File: src/rtl/coproc_sequencer_pkg.sv
// ============================================================================
// Module      : coproc_sequencer_pkg
// Description : Opcodes, FSM encoding and width helpers shared by the
//               coprocessor sequencer and its output buffer.
// Revision    : 1.0 - initial release
// ============================================================================
`default_nettype none

package coproc_sequencer_pkg;

    localparam logic [2:0] OP_ADD     = 3'd0;
    localparam logic [2:0] OP_SUB     = 3'd1;
    localparam logic [2:0] OP_MUL     = 3'd2;
    localparam logic [2:0] OP_SMUL    = 3'd3;
    localparam logic [2:0] OP_TRANSP  = 3'd4;
    localparam logic [2:0] OP_OPP     = 3'd5;
    localparam logic [2:0] OP_DET     = 3'd6;
    localparam logic [2:0] OP_ILLEGAL = 3'd7;

    typedef enum logic [2:0] {
        S_IDLE   = 3'd0,
        S_LOAD_A = 3'd1,
        S_LOAD_B = 3'd2,
        S_EXEC   = 3'd3,
        S_OUT    = 3'd4
    } state_t;

    // RES_W: width of one coprocessor result element
    function automatic int res_w(input int width);
        return 2 * width + 3;
    endfunction

    // DET_W: width of the determinant and of every output word
    function automatic int det_w(input int width);
        return 3 * width + 1;
    endfunction

endpackage

`default_nettype wire

File: src/rtl/coproc_seq_outbuf.sv
// ============================================================================
// Module      : coproc_seq_outbuf
// Description : Captures the coprocessor result/determinant and presents one
//               sign-extended word at a time, row-major.
// Revision    : 1.0 - initial release
// ============================================================================
`default_nettype none

module coproc_seq_outbuf
    import coproc_sequencer_pkg::*;
#(
    parameter int N     = 3,
    parameter int WIDTH = 8
) (
    input  logic                           clk_i,
    input  logic                           rst_i,
    input  logic                           capture_i,
    input  logic                           advance_i,
    input  logic                           det_mode_i,
    input  logic [N*N*res_w(WIDTH)-1:0]    res_i,
    input  logic [det_w(WIDTH)-1:0]        det_i,
    output logic [det_w(WIDTH)-1:0]        data_o,
    output logic                           last_o
);

    localparam int c_NN    = N * N;
    localparam int c_RES_W = res_w(WIDTH);
    localparam int c_DET_W = det_w(WIDTH);
    localparam int c_IDX_W = $clog2(c_NN + 1);
    localparam logic [c_IDX_W-1:0] c_LAST_IDX = c_IDX_W'(c_NN - 1);

    logic [c_NN*c_RES_W-1:0] res_q;
    logic [c_DET_W-1:0]      det_q;
    logic [c_IDX_W-1:0]      widx_q;
    logic [c_RES_W-1:0]      elem;

    always_ff @(posedge clk_i or posedge rst_i) begin
        if (rst_i) begin
            res_q  <= '0;
            det_q  <= '0;
            widx_q <= '0;
        end else if (capture_i) begin
            res_q  <= res_i;
            det_q  <= det_i;
            widx_q <= '0;
        end else if (advance_i && (widx_q != c_LAST_IDX)) begin
            // Index saturates on the last word so the selector never leaves range
            widx_q <= widx_q + 1'b1;
        end
    end

    always_comb begin
        elem   = res_q[(c_NN - int'(widx_q))*c_RES_W - 1 -: c_RES_W];
        data_o = det_mode_i ? det_q
                            : {{(c_DET_W-c_RES_W){elem[c_RES_W-1]}}, elem};
        last_o = det_mode_i || (widx_q == c_LAST_IDX);
    end

endmodule

`default_nettype wire

File: src/rtl/coproc_sequencer.sv
// ============================================================================
// Module      : coproc_sequencer
// Description : Command/load/execute/output sequencer for an external matrix
//               coprocessor. Define COPROC_SEQ_SKIP_B_EN to skip loading B
//               for the single-operand ops (scalar-mul, transpose, opposite,
//               determinant).
// Revision    : 1.0 - initial release
// ============================================================================
`default_nettype none

module coproc_sequencer
    import coproc_sequencer_pkg::*;
#(
    parameter int N      = 3,
    parameter int WIDTH  = 8,
    parameter int SETTLE = 2
) (
    input  logic                           CLOCK_50,
    input  logic                           reset,
    input  logic                           cmd_valid,
    output logic                           cmd_ready,
    input  logic [2:0]                     cmd_op,
    input  logic [WIDTH-1:0]               cmd_escalar,
    input  logic                           in_valid,
    output logic                           in_ready,
    input  logic [WIDTH-1:0]               in_data,
    output logic                           out_valid,
    input  logic                           out_ready,
    output logic [det_w(WIDTH)-1:0]        out_data,
    output logic                           out_last,
    output logic                           busy,
    output logic                           err,
    output logic [2:0]                     cp_operacao,
    output logic [WIDTH-1:0]               cp_escalar,
    output logic [N*N*WIDTH-1:0]           cp_A,
    output logic [N*N*WIDTH-1:0]           cp_B,
    input  logic [N*N*res_w(WIDTH)-1:0]    cp_resultado,
    input  logic [det_w(WIDTH)-1:0]        cp_det
);

    localparam int c_NN    = N * N;
    localparam int c_IDX_W = $clog2(c_NN + 1);
    localparam logic [c_IDX_W-1:0] c_LAST_IDX    = c_IDX_W'(c_NN - 1);
    localparam logic [3:0]         c_SETTLE_LAST = 4'(SETTLE - 1);

`ifdef COPROC_SEQ_SKIP_B_EN
    localparam logic c_SKIP_B_EN = 1'b1;
`else
    localparam logic c_SKIP_B_EN = 1'b0;
`endif

    function automatic logic op_skips_b(input logic [2:0] op);
        return c_SKIP_B_EN && ((op == OP_SMUL) || (op == OP_TRANSP) ||
                               (op == OP_OPP)  || (op == OP_DET));
    endfunction

    state_t               state_q, state_d;
    logic [c_IDX_W-1:0]   idx_q;
    logic [3:0]           settle_q;
    logic                 err_q;
    logic [2:0]           cp_operacao_q;
    logic [WIDTH-1:0]     cp_escalar_q;
    logic [c_NN*WIDTH-1:0] cp_a_q, cp_b_q;

    logic cmd_accept, in_xfer, idx_last, settle_done, capture, ob_last;
    logic [det_w(WIDTH)-1:0] ob_data;

    assign cmd_accept  = cmd_valid && cmd_ready;
    assign in_xfer     = in_valid && in_ready;
    assign idx_last    = (idx_q == c_LAST_IDX);
    assign settle_done = (settle_q == c_SETTLE_LAST);
    assign capture     = (state_q == S_EXEC) && settle_done;

    always_comb begin
        state_d   = state_q;
        cmd_ready = 1'b0;
        in_ready  = 1'b0;
        out_valid = 1'b0;
        busy      = 1'b1;
        case (state_q)
            S_IDLE: begin
                cmd_ready = 1'b1;
                busy      = 1'b0;
                if (cmd_valid && (cmd_op != OP_ILLEGAL))
                    state_d = S_LOAD_A;
            end
            S_LOAD_A: begin
                in_ready = 1'b1;
                if (in_valid && idx_last)
                    state_d = op_skips_b(cp_operacao_q) ? S_EXEC : S_LOAD_B;
            end
            S_LOAD_B: begin
                in_ready = 1'b1;
                if (in_valid && idx_last)
                    state_d = S_EXEC;
            end
            S_EXEC: begin
                if (settle_done)
                    state_d = S_OUT;
            end
            S_OUT: begin
                out_valid = 1'b1;
                if (out_ready && ob_last)
                    state_d = S_IDLE;
            end
            default: state_d = S_IDLE;
        endcase
    end

    always_ff @(posedge CLOCK_50 or posedge reset) begin
        if (reset) begin
            state_q       <= S_IDLE;
            idx_q         <= '0;
            settle_q      <= '0;
            err_q         <= 1'b0;
            cp_operacao_q <= '0;
            cp_escalar_q  <= '0;
            cp_a_q        <= '0;
            cp_b_q        <= '0;
        end else begin
            state_q <= state_d;
            if (cmd_accept) begin
                if (cmd_op == OP_ILLEGAL) begin
                    err_q <= 1'b1;
                end else begin
                    err_q         <= 1'b0;
                    cp_operacao_q <= cmd_op;
                    cp_escalar_q  <= cmd_escalar;
                    if (op_skips_b(cmd_op))
                        cp_b_q <= '0;
                end
            end
            // Elements land straight in the coprocessor operand registers
            if (in_xfer) begin
                if (state_q == S_LOAD_A)
                    cp_a_q[(c_NN - int'(idx_q))*WIDTH - 1 -: WIDTH] <= in_data;
                else
                    cp_b_q[(c_NN - int'(idx_q))*WIDTH - 1 -: WIDTH] <= in_data;
                idx_q <= idx_last ? '0 : idx_q + 1'b1;
            end
            settle_q <= ((state_q == S_EXEC) && !settle_done) ? settle_q + 1'b1 : '0;
        end
    end

    coproc_seq_outbuf #(
        .N     (N),
        .WIDTH (WIDTH)
    ) u_outbuf (
        .clk_i      (CLOCK_50),
        .rst_i      (reset),
        .capture_i  (capture),
        .advance_i  (out_valid && out_ready),
        .det_mode_i (cp_operacao_q == OP_DET),
        .res_i      (cp_resultado),
        .det_i      (cp_det),
        .data_o     (ob_data),
        .last_o     (ob_last)
    );

    assign out_data    = ob_data;
    assign out_last    = (state_q == S_OUT) && ob_last;
    assign err         = err_q;
    assign cp_operacao = cp_operacao_q;
    assign cp_escalar  = cp_escalar_q;
    assign cp_A        = cp_a_q;
    assign cp_B        = cp_b_q;

endmodule

`default_nettype wire

File: config.mk
export PLATFORM = sky130hd
export DESIGN_NAME = coproc_sequencer
export DESIGN_NICKNAME = d
export VERILOG_FILES = /design/src/rtl/coproc_sequencer_pkg.sv /design/src/rtl/coproc_seq_outbuf.sv /design/src/rtl/coproc_sequencer.sv
export SDC_FILE = /design/constraint.sdc
export NUM_CORES = 1
export LEC_CHECK = 0
export CAP_MARGIN = 20
export CORE_ASPECT_RATIO = 0.6
export CORE_MARGIN = 2
export CORE_UTILIZATION = 40
export CTS_BUF_LIST = sky130_fd_sc_hd__clkbuf_4 sky130_fd_sc_hd__clkbuf_8
export DETAILED_ROUTE_END_ITERATION = 6
export HOLD_SLACK_MARGIN = 0.12
export PLACE_DENSITY_LB_ADDON = 0.15
export RECOVER_POWER = 50
export SETUP_SLACK_MARGIN = 0.3
export SKIP_CTS_REPAIR_TIMING = 1
export SLEW_MARGIN = 25
export SYNTH_ARGS = -nofsm -noshare
export SYNTH_HDL_FRONTEND = slang
export SYNTH_HIERARCHICAL = 1
export SYNTH_SLANG_ARGS = --single-unit
File: constraint.sdc
create_clock -name CLOCK_50 -period 13.7 [get_ports CLOCK_50]
set_clock_uncertainty 0.05 [all_clocks]
set_input_delay 4.11 -clock CLOCK_50 [delete_from_list [all_inputs] [get_ports CLOCK_50]]
set_output_delay 4.11 -clock CLOCK_50 [all_outputs]
set_load 0.005 [all_outputs]
# Yosys cells after proc, flatten, opt, wreduce, memory -nomap -nowiden
# Cells that the tools add are included.
[totals] in_bits=220 reg_bits=367 word_cells=78
[classes] muxes=18 n_eq_ne=16 n_mul=1 bitwise_logic=2 n_addsub=8 shifts=3 reduce_logical=19
[ops] cell="189-bit by 32-bit variable part select with 19-bit output" n=1
[ops] cell="72-bit bitwise mux" n=2
[ops] cell="8-bit by 33-bit variable shift with 79-bit output, first input constant" n=1
[ops] cell="8-bit by 33-bit variable part select with 79-bit output" n=1
[ops] cell="9-bit negator with 33-bit output" n=1
[ops] cell="32-bit by 6-bit multiplier with 32-bit output, second input constant" n=1
[ops] cell="32-bit by 2-bit subtractor with 32-bit output, second input constant" n=1
[ops] cell="25-bit 2-to-1 mux" n=1
[ops] cell="4-bit 2-to-1 mux" n=4
[ops] cell="3-bit 2-to-1 mux" n=5
[ops] cell="3-bit case mux with 5 select lines" n=1
[ops] cell="4-bit by 1-bit adder with 4-bit output, second input constant" n=3
[ops] cell="1-bit logical AND" n=10
[ops] cell="2-bit != test, second input constant" n=5
[ops] cell="4-bit by 4-bit subtractor with 5-bit output, first input constant" n=2
[ops] cell="3-bit == test, second input constant" n=3
[ops] cell="8-bit by 2-bit subtractor with 9-bit output, second input constant" n=1
[ops] cell="4-bit == test, second input constant" n=2
[ops] cell="3-bit by 2-bit == test with 1-bit output, second input constant" n=2
[ops] cell="2-bit AND reduction" n=3
[ops] cell="1-bit 2-to-1 mux" n=5
[ops] cell="5-bit AND reduction" n=1
[ops] cell="4-bit by 1-bit == test with 1-bit output, second input constant" n=1
[ops] cell="4-bit != test, second input constant" n=1
[ops] cell="8 further kinds" n=9

# Logic depth before layout (Yosys ltp)
# Gate-level depths: netlist of run 1.
[depth] ltp_word=6 ltp_mapped=24 mapped_depth_nobuf=17

# By module
# The synthesis of run 1 kept the hierarchy.
[modules_own_cells] module="coproc_seq_outbuf" area_each_um2=19376.1 cells_per_inst=1785 instances=1
[modules_own_cells] module="coproc_sequencer" area_each_um2=7025.5 cells_per_inst=486 instances=1

# Worst setup path before layout of run 1
# Ideal clock, no wire load.
[synth_path] kind="register to output" from="register u_outbuf.widx_q[0]" to="output port out_data[4]" required_time_ps=9540 path_buffers=8 path_slack_ps=4921 arrival_time_ps=4619 stages_incl_launch_ff=24 path_cell_list="dfrtp_1 > buf_2 > buf_6 > buf_4 > buf_6 > inv_2 > buf_2 > ha_1 > ha_1 > nor2_1 > fa_1 > inv_1 > ha_1 > and3b_1 > or3_1 > and2_1 > buf_2 > a41oi_1 > buf_2 > nor2_1 > buf_2 > o2111ai_1 > a31oi_1 > o41ai_2"
[synth_via] elab_chain_cells=5
[synth_lines] item="from (decl)" line="coproc_seq_outbuf.sv:34" source="logic [c_IDX_W-1:0] widx_q;"
[synth_lines] item="from (signal assigned)" line="coproc_seq_outbuf.sv:48" source="widx_q <= widx_q + 1'b1;"
[synth_lines] item="4-bit by 4-bit subtractor with 5-bit output" line="coproc_seq_outbuf.sv:53" source="elem = res_q[(c_NN - int'(widx_q))*c_RES_W - 1 -: c_RES_W];"
[synth_lines] item="32-bit by 6-bit multiplier with 32-bit output" line="coproc_seq_outbuf.sv:53"
[synth_lines] item="32-bit by 2-bit subtractor with 32-bit output" line="coproc_seq_outbuf.sv:53"
[synth_lines] item="189-bit by 32-bit variable part select with 19-bit output" line="coproc_seq_outbuf.sv:53"
[synth_lines] item="25-bit 2-to-1 mux" line="coproc_seq_outbuf.sv:54" source="data_o = det_mode_i ? det_q"
[synth_lines] item="to (decl)" line="coproc_sequencer.sv:29" source="output logic [det_w(WIDTH)-1:0] out_data,"
# Every way passes these cells.

# Final worst setup path of run 1
[layout_path] from="register u_outbuf.widx_q[1]" to="output port out_data[3]"
# Same word-level chain as after synthesis.

==> results.sh, run 1 <==
export IMPL_status="finished, violations left"
export IMPL_failed_checks="max-capacitance violations, max-slew violations"
export IMPL_io_buffers=405
export IMPL_finalWeightedCongestion=1.042
export IMPL_vias=22481
export IMPL_first_global_vias=21965
export IMPL_tightest_slew_ns=4.388
export IMPL_drc=0
export IMPL_drt_first_pass_iters=6
export IMPL_path_cells="o21ai_0, inv_1, ha_1, ha_1, fa_1, nor3_2, and3_1, nand2_1, and4b_1, buf_4, or2_1, buf_4, a311o_1, o2111ai_1, a41oi_1, clkdlybuf4s50_1"
export IMPL_cpMaxStageDelayCell="fa_1"
export IMPL_dieHeight_um=203.0
export IMPL_nFillCells=5784
export IMPL_syn_area_per_cell_um2=11.63
export IMPL_yosys_most_used_dff="dfrtp_1"
export IMPL_ys_seq_area_share_pct=34.79
export IMPL_grt_pass1_wl_um=159700
export IMPL_drt_iter0_drc=3128
export IMPL_finalHoldViolCount=0
export IMPL_synth_top_area_share_pct=34.79
export IMPL_clock_sinks=367
export IMPL_grtUsageTotal_pct=32.19
export IMPL_synth_area_top_cells="dfrtp_1, mux4_2, mux2_2, mux2i_1, nand2_1"
export IMPL_crit_path_max_fanout=20
export IMPL_insertion_delay_ns=0.70
export IMPL_dieArea_mm2=0.06814
export IMPL_ant_nets=0
export IMPL_rows=72
export IMPL_end_kind="output pin"
export IMPL_period_minus_slack_ns=11.35
export IMPL_max_clock_path_buffers=3
export IMPL_grt_antenna_before_repair=4
export IMPL_max_stage_delay_ns=0.68
export IMPL_fin_nets=2854
export IMPL_drt_total_wl_um=110300
export IMPL_critPathBufInv=4
export IMPL_start_util_pct=40.70
export IMPL_dpl_hpwl_um=85830
export IMPL_arrival_ns=7.19
export IMPL_synth_edf_count=0
export IMPL_cts_tree="yes"
export IMPL_setup_violations=0
export IMPL_ctsRootBufferMaster="clkbuf_8"
export IMPL_syn_nets=2523
export IMPL_finalCritPeriodShare_pct=82.87
export IMPL_critPathRequiredTime_ns=9.54
export IMPL_pwr_density_cell_mw_per_mm2=109.9
export IMPL_grt_start_max_net_pins=119
export IMPL_yosys_cell_types_count=92
export IMPL_drive_gt1_share_pct=29.59
export IMPL_leakage_uw=0.01379
export IMPL_cp_top_family="simple AND/OR/NAND/NOR gates"
export IMPL_wire_per_inst_um=31.55
export IMPL_synthArstFlopShare_pct=100.0
export IMPL_htreeDepth=2
export IMPL_synth_top_cell_by_area="dfrtp_1"
export IMPL_whs_ns=0.4429
export IMPL_core_area_mm2=0.06486
export IMPL_rsz0062_at_grt="false"
export IMPL_via_per_inst=6.430
export IMPL_crit_type="flip-flop to output pin"
export IMPL_hp_class="flip-flop to flip-flop"
export IMPL_crit_path_start_kind="flip-flop"
export IMPL_drv_cap=4
export IMPL_syn2layout_area_growth_pct=22.64
export IMPL_syn_area_mm2=0.02640
export IMPL_synth_seq_cells=367
export IMPL_fp_dieW_um=335.7
export IMPL_slew_viol_final=305
export IMPL_num_io_pins=406
export IMPL_yosys_warnings=6
export IMPL_cts_buffers_inserted=57
export IMPL_grt_overflow=0
export IMPL_syn_inst=2271
export IMPL_clk_transition_reported_paths_ns=0.07
export IMPL_fmax_mhz=88.08
export IMPL_total_power_uw=3558
export IMPL_max_vdd_ir_drop_mv=0.1269
export IMPL_slew_limit_headroom_pct=-194.2
export IMPL_fin_tns_setup_ns=0
==> kinds of logic (layout without fill, tap and decap cells) <==
group,Yosys count,count (layout),synth area share (%)
multiplexers,723,723,39.33
AND/OR/NAND/NOR,553,553,10.21
flip-flops,367,367,34.79
AO/OA/AOI/OAI,357,357,8.929
buffers and inverters,210,582,3.962
adder cells (fa/ha/maj),32,32,1.602
XOR/XNOR,29,29,1.185
other,0,2,0
==> through the flow <==
stage	area [um^2]	utilization [%]	instances	setup WS, ns
after global placement	31140	48.01	3394	3.306
final	32380	49.92	3496	2.347
after CTS	32380	49.92	3494	2.441
after detailed placement	31140	48.02	3394	3.232
after global routing	32370	49.91	3494	2.049
after floorplan	26400	-	2271	4.086
==> where the power goes <==
part           leakage, uW  total (uW)  switching [uW]  internal [uW]
clock             0.000656        1010             471            544
combinational      0.00807        1260             719            536
sequential         0.00506        1290            90.3           1200
==> path summary, 6_finish.rpt <==
path | from | to | slack, ns | cells after the start
max | u_outbuf/widx_q[1]$_DFFE_PP0P_ | out_data[3] | 2.35 | 16
min | settle_q[0]$_DFF_PP0_ | settle_q[0]$_DFF_PP0_ | 0.44 | 1
max reg2reg | idx_q[1]$_DFFE_PP0P_ | cp_B[58]$_DFFE_PP0P_ | 9.01 | 10
min reg2reg | settle_q[0]$_DFF_PP0_ | settle_q[0]$_DFF_PP0_ | 0.44 | 1
max in group asynchronous | reset | u_outbuf/det_q[8]$_DFFE_PP0P_ | 4.40 | 3
min in group asynchronous | reset | u_outbuf/res_q[39]$_DFFE_PP0P_ | 4.77 | 2
==> area by class of cell <==
cell class | count | area (um^2) | area share [%]
flip-flops and latches | 367 | 9188 | 28.38
clock buffers | 91 | 1127 | 3.482
repair buffers | 461 | 4487 | 13.86
inverters | 21 | 81.33 | 0.2512
diodes | 2 | 5.005 | 0.01546
multi-input cells | 1694 | 16320 | 50.39
well taps | 851 | 1065 | 3.288
clock inverters | 9 | 108.9 | 0.3362
==> cell usage in the layout, fill, tap and decap left out, types with 71 or more instances in the layout <==
cell / synthesis / routed
mux4_2: 210 / 210
nand2_1: 236 / 236
nor2_1: 101 / 99
a21oi_1: 71 / 71
dfrtp_1: 367 / 366
o21ai_0: 92 / 91
mux2i_1: 146 / 146
clkbuf_8: 0 / 71
mux2_2: 362 / 362
dlygate4sd3_1: 0 / 200
clkdlybuf4s50_1: 0 / 205
==> flip-flops by register name, summed over array words and instances, names as in the netlist <==
name	cells
cp_A	72
cp_B	72
cp_escalar	8
cp_operacao	3
err	1
idx_q	4
settle_q	4
state_q	3
u_outbuf/det_q	25
u_outbuf/res_q	171
u_outbuf/widx_q	4
==> routing by layer <==
layer / wire length (um) / vias up / global-route usage, %
met3: 13230 / 125 / 11.99
li1: - / 9416 / -
met2: 41600 / 1135 / 39.90
met1: 53870 / 11805 / 52.19
met5: 0 / - / 0
met4: 1603 / 0 / 5.077
==> worst register-to-register path, cell delays in order, from the launching register on <==
cell and delay, ns:
dfrtp_1 0.42, inv_1 0.12, ha_1 0.24, xnor2_1 0.48
nand4_1 0.24, inv_1 0.11, ha_1 0.44, nor4b_4 0.42
nand4_2 0.61, nor3_2 1.00, mux2_2 0.43
==> Yosys cell counts, types with 7 or more instances <==
cell	count
a22oi_1	10
clkbuf_1	79
buf_4	27
a2111oi_0	7
o31ai_1	8
mux2i_1	146
nor3_1	31
buf_2	65
mux4_2	210
inv_1	20
a21oi_1	71
nand3_1	66
and2_1	18
nor2_1	101
nor2b_1	8
buf_1	8
xor2_1	11
a31oi_1	21
a211oi_1	20
dfrtp_1	367
ha_1	29
nand4_1	17
o21ai_0	92
mux2_2	362
nand2_1	236
o22ai_1	15
o221ai_1	7
o211ai_1	24
a221oi_1	13
nor3_2	10
a32oi_1	9
xnor2_1	13
buf_6	10
Power figures use the tool's default switching activity.
==> inputs of run 2 (changes only) <==
==> constraint.sdc (replaced) <==
create_clock -name CLOCK_50 -period 11.9 [get_ports CLOCK_50]
set_clock_uncertainty 0.05 [all_clocks]
set_input_delay 3.57 -clock CLOCK_50 [delete_from_list [all_inputs] [get_ports CLOCK_50]]
set_output_delay 3.57 -clock CLOCK_50 [all_outputs]
set_load 0.005 [all_outputs]
==> run 2 against run 1 <==
- the run still ends with max-capacitance violations, max-slew violations left
- global-route usage is 0.87 points higher
- register-to-register slack worse by 1.7 ns
- routed wire length rose by 2.7%
- combinational power is 17% higher
- clock power rose by 11%
- total power rose by 14%
- non-clock buffer count grew 8
- utilization is 0.12 points higher
- sequential power up 15%
==> results.sh, run 2 (synthesis results as in run 1) <==
export IMPL_finalHoldViolCount=0
export IMPL_seqPwrFrac_pct=36.4
export IMPL_dieArea_mm2=0.06814
export IMPL_clk_transition_reported_paths_ns=0.06
export IMPL_ctsRootBufferMaster="clkbuf_8"
export IMPL_crit_type="flip-flop to output pin"
export IMPL_syn2layout_area_growth_pct=22.93
export IMPL_finalWeightedCongestion=1.018
export IMPL_grt_antenna_before_repair=10
export IMPL_pwr_share_comb_pct=36.1
export IMPL_drt_iter0_drc=3159
export IMPL_fin_nets=2862
export IMPL_fp_dieW_um=335.7
export IMPL_rows=72
export IMPL_critPathRequiredTime_ns=8.28
export IMPL_vias=22710
export IMPL_max_stage_delay_ns=0.95
export IMPL_arrival_ns=7.17
export IMPL_max_clock_path_buffers=3
export IMPL_crit_path_max_fanout=42
export IMPL_num_io_pins=406
export IMPL_clock_sinks=367
export IMPL_slew_viol_final=245
export IMPL_fin_tns_setup_ns=0
export IMPL_setup_violations=0
export IMPL_grt_overflow=0
export IMPL_drive_gt1_share_pct=29.81
export IMPL_place_ws_ns=2.005
export IMPL_pwr_density_cell_mw_per_mm2=125.4
export IMPL_via_per_inst=6.479
export IMPL_io_buffers=405
export IMPL_failed_checks="max-capacitance violations, max-slew violations"
export IMPL_grt_start_max_net_pins=105
export IMPL_setup_ws_ns=1.105
export IMPL_p_switching_uw=1476
export IMPL_crit_path_start_kind="flip-flop"
export IMPL_internal_power_uw=2595
export IMPL_cts_tree="yes"
export IMPL_p_sw_share_pct=36.27
export IMPL_drc=0
export IMPL_htreeDepth=2
export IMPL_dieHeight_um=203.0
export IMPL_drt_total_wl_um=113300
export IMPL_finalCritPeriodShare_pct=90.71
export IMPL_core_area_mm2=0.06486
export IMPL_end_kind="output pin"
export IMPL_cpMaxStageDelayCell="nand2_2"
export IMPL_ant_nets=0
export IMPL_start_util_pct=40.70
export IMPL_drt_first_pass_iters=6
export IMPL_drv_cap=3
export IMPL_status="finished, violations left"
export IMPL_wire_per_inst_um=32.33
export IMPL_grtUsageTotal_pct=33.06
export IMPL_leakage_uw=0.01380
export IMPL_hp_class="flip-flop to flip-flop"
export IMPL_cts_buffers_inserted=57
export IMPL_clkPwrFrac_pct=27.5
export IMPL_seq_area_mm2=0.009188
export IMPL_final_common_cell="dfrtp_1"
export IMPL_dpl_hpwl_um=88760
export IMPL_insertion_delay_ns=0.71
export IMPL_nFillCells=5759
export IMPL_grt_pass1_wl_um=162900
export IMPL_path_cells="o21ai_0, inv_1, ha_1, ha_1, fa_1, nor3_2, nand3_1, nand2_2, o21ai_0, a211oi_1, o21ai_0, o21ai_0, clkdlybuf4s50_1"
export IMPL_rsz0062_at_grt="false"
export IMPL_fmax_mhz=92.64
export IMPL_top_register="u_outbuf/res_q"
export IMPL_cp_common_cell="o21ai_0"
export IMPL_first_global_vias=21947
export IMPL_multiInputGateArea_mm2=0.01634
export IMPL_period_minus_slack_ns=10.79
export IMPL_max_vdd_ir_drop_mv=0.09781
export IMPL_tightest_slew_ns=4.584
export IMPL_largest_reg_flops=171
export IMPL_slew_limit_headroom_pct=-207.3
export IMPL_final_cell_mix="dfrtp_1, mux2_2, nand2_1, mux4_2, clkdlybuf4s50_1"
==> run 2: cell types whose count changed in the layout (fill, tap and decap cells not counted), sizes merged <==
cell / change
clkbuf: -5
diode: +5
buf: +9
inv: -1
clkinvlp: +1
==> run 2: layout make-up <==
type                            instances  share of cell area (%)
Multi-Input combinational cell       1694                   50.33
Sequential cell                       367                   28.31
Clock inverter                          9                  0.3470
Inverter                               21                  0.2506
Tap cell                              851                   3.281
Timing Repair Buffer                  469                   14.16
Clock buffer                           87                   3.265
Antenna cell                            7                 0.05397
==> run 2: worst max-delay path: cells and delay by family (launching register included) <==
kind,cells,cell delay [ns]
AOI/OAI and AO/OA,5,2.15
and+or+nand+nor,3,1.72
adders and majority gates,3,1.35
buffers and inverters,2,0.76
DFF,1,0.50
==> run 2: layer usage <==
layer | global-route usage [%] | vias up | routed length [um]
met1 | 54.35 | 11844 | 55120
li1 | - | 9436 | -
met4 | 5.221 | 10 | 1486
met2 | 40.26 | 1306 | 42080
met3 | 12.05 | 114 | 14560
met5 | 0 | - | 67
==> run 2: worst paths after layout <==
kind / from / end / slack [ns] / cells past startpoint
worst max-delay path: u_outbuf/widx_q[1]$_DFFE_PP0P_ / out_data[6] / 1.11 / 13
worst min-delay path: settle_q[0]$_DFF_PP0_ / settle_q[0]$_DFF_PP0_ / 0.45 / 1
max in group asynchronous: reset / u_outbuf/res_q[144]$_DFFE_PP0P_ / 3.49 / 3
worst max register to register: idx_q[1]$_DFFE_PP0P_ / cp_B[62]$_DFFE_PP0P_ / 7.32 / 10
worst min register to register: settle_q[0]$_DFF_PP0_ / settle_q[0]$_DFF_PP0_ / 0.45 / 1
min in group asynchronous: reset / u_outbuf/res_q[35]$_DFFE_PP0P_ / 4.43 / 2
==> run 2: power groups by stage <==
stage	Combinational [uW]	Sequential [uW]	Clock, uW
2_1_floorplan	753	1480	0
3_3_place_gp	1430	1490	0
3_5_place_dp	1450	1500	0
4_1_cts	1460	1480	1160
5_1_grt	1540	1500	1220
6_report	1470	1480	1120
==> run 2: through the flow <==
stage               cell area [um^2]  util [%]  total power [uW]  instances  hold WS, ns
finish                         32460     50.04              4071       3505       0.4535
floorplan                      26400         -              2235       2271       0.4050
global placement               31260     48.19              2923       3402       0.4204
detailed placement             31270     48.22              2948       3402       0.4411
global route                   32450     50.03              4251       3502       0.4634
CTS                            32450     50.02              4090       3498       0.4513
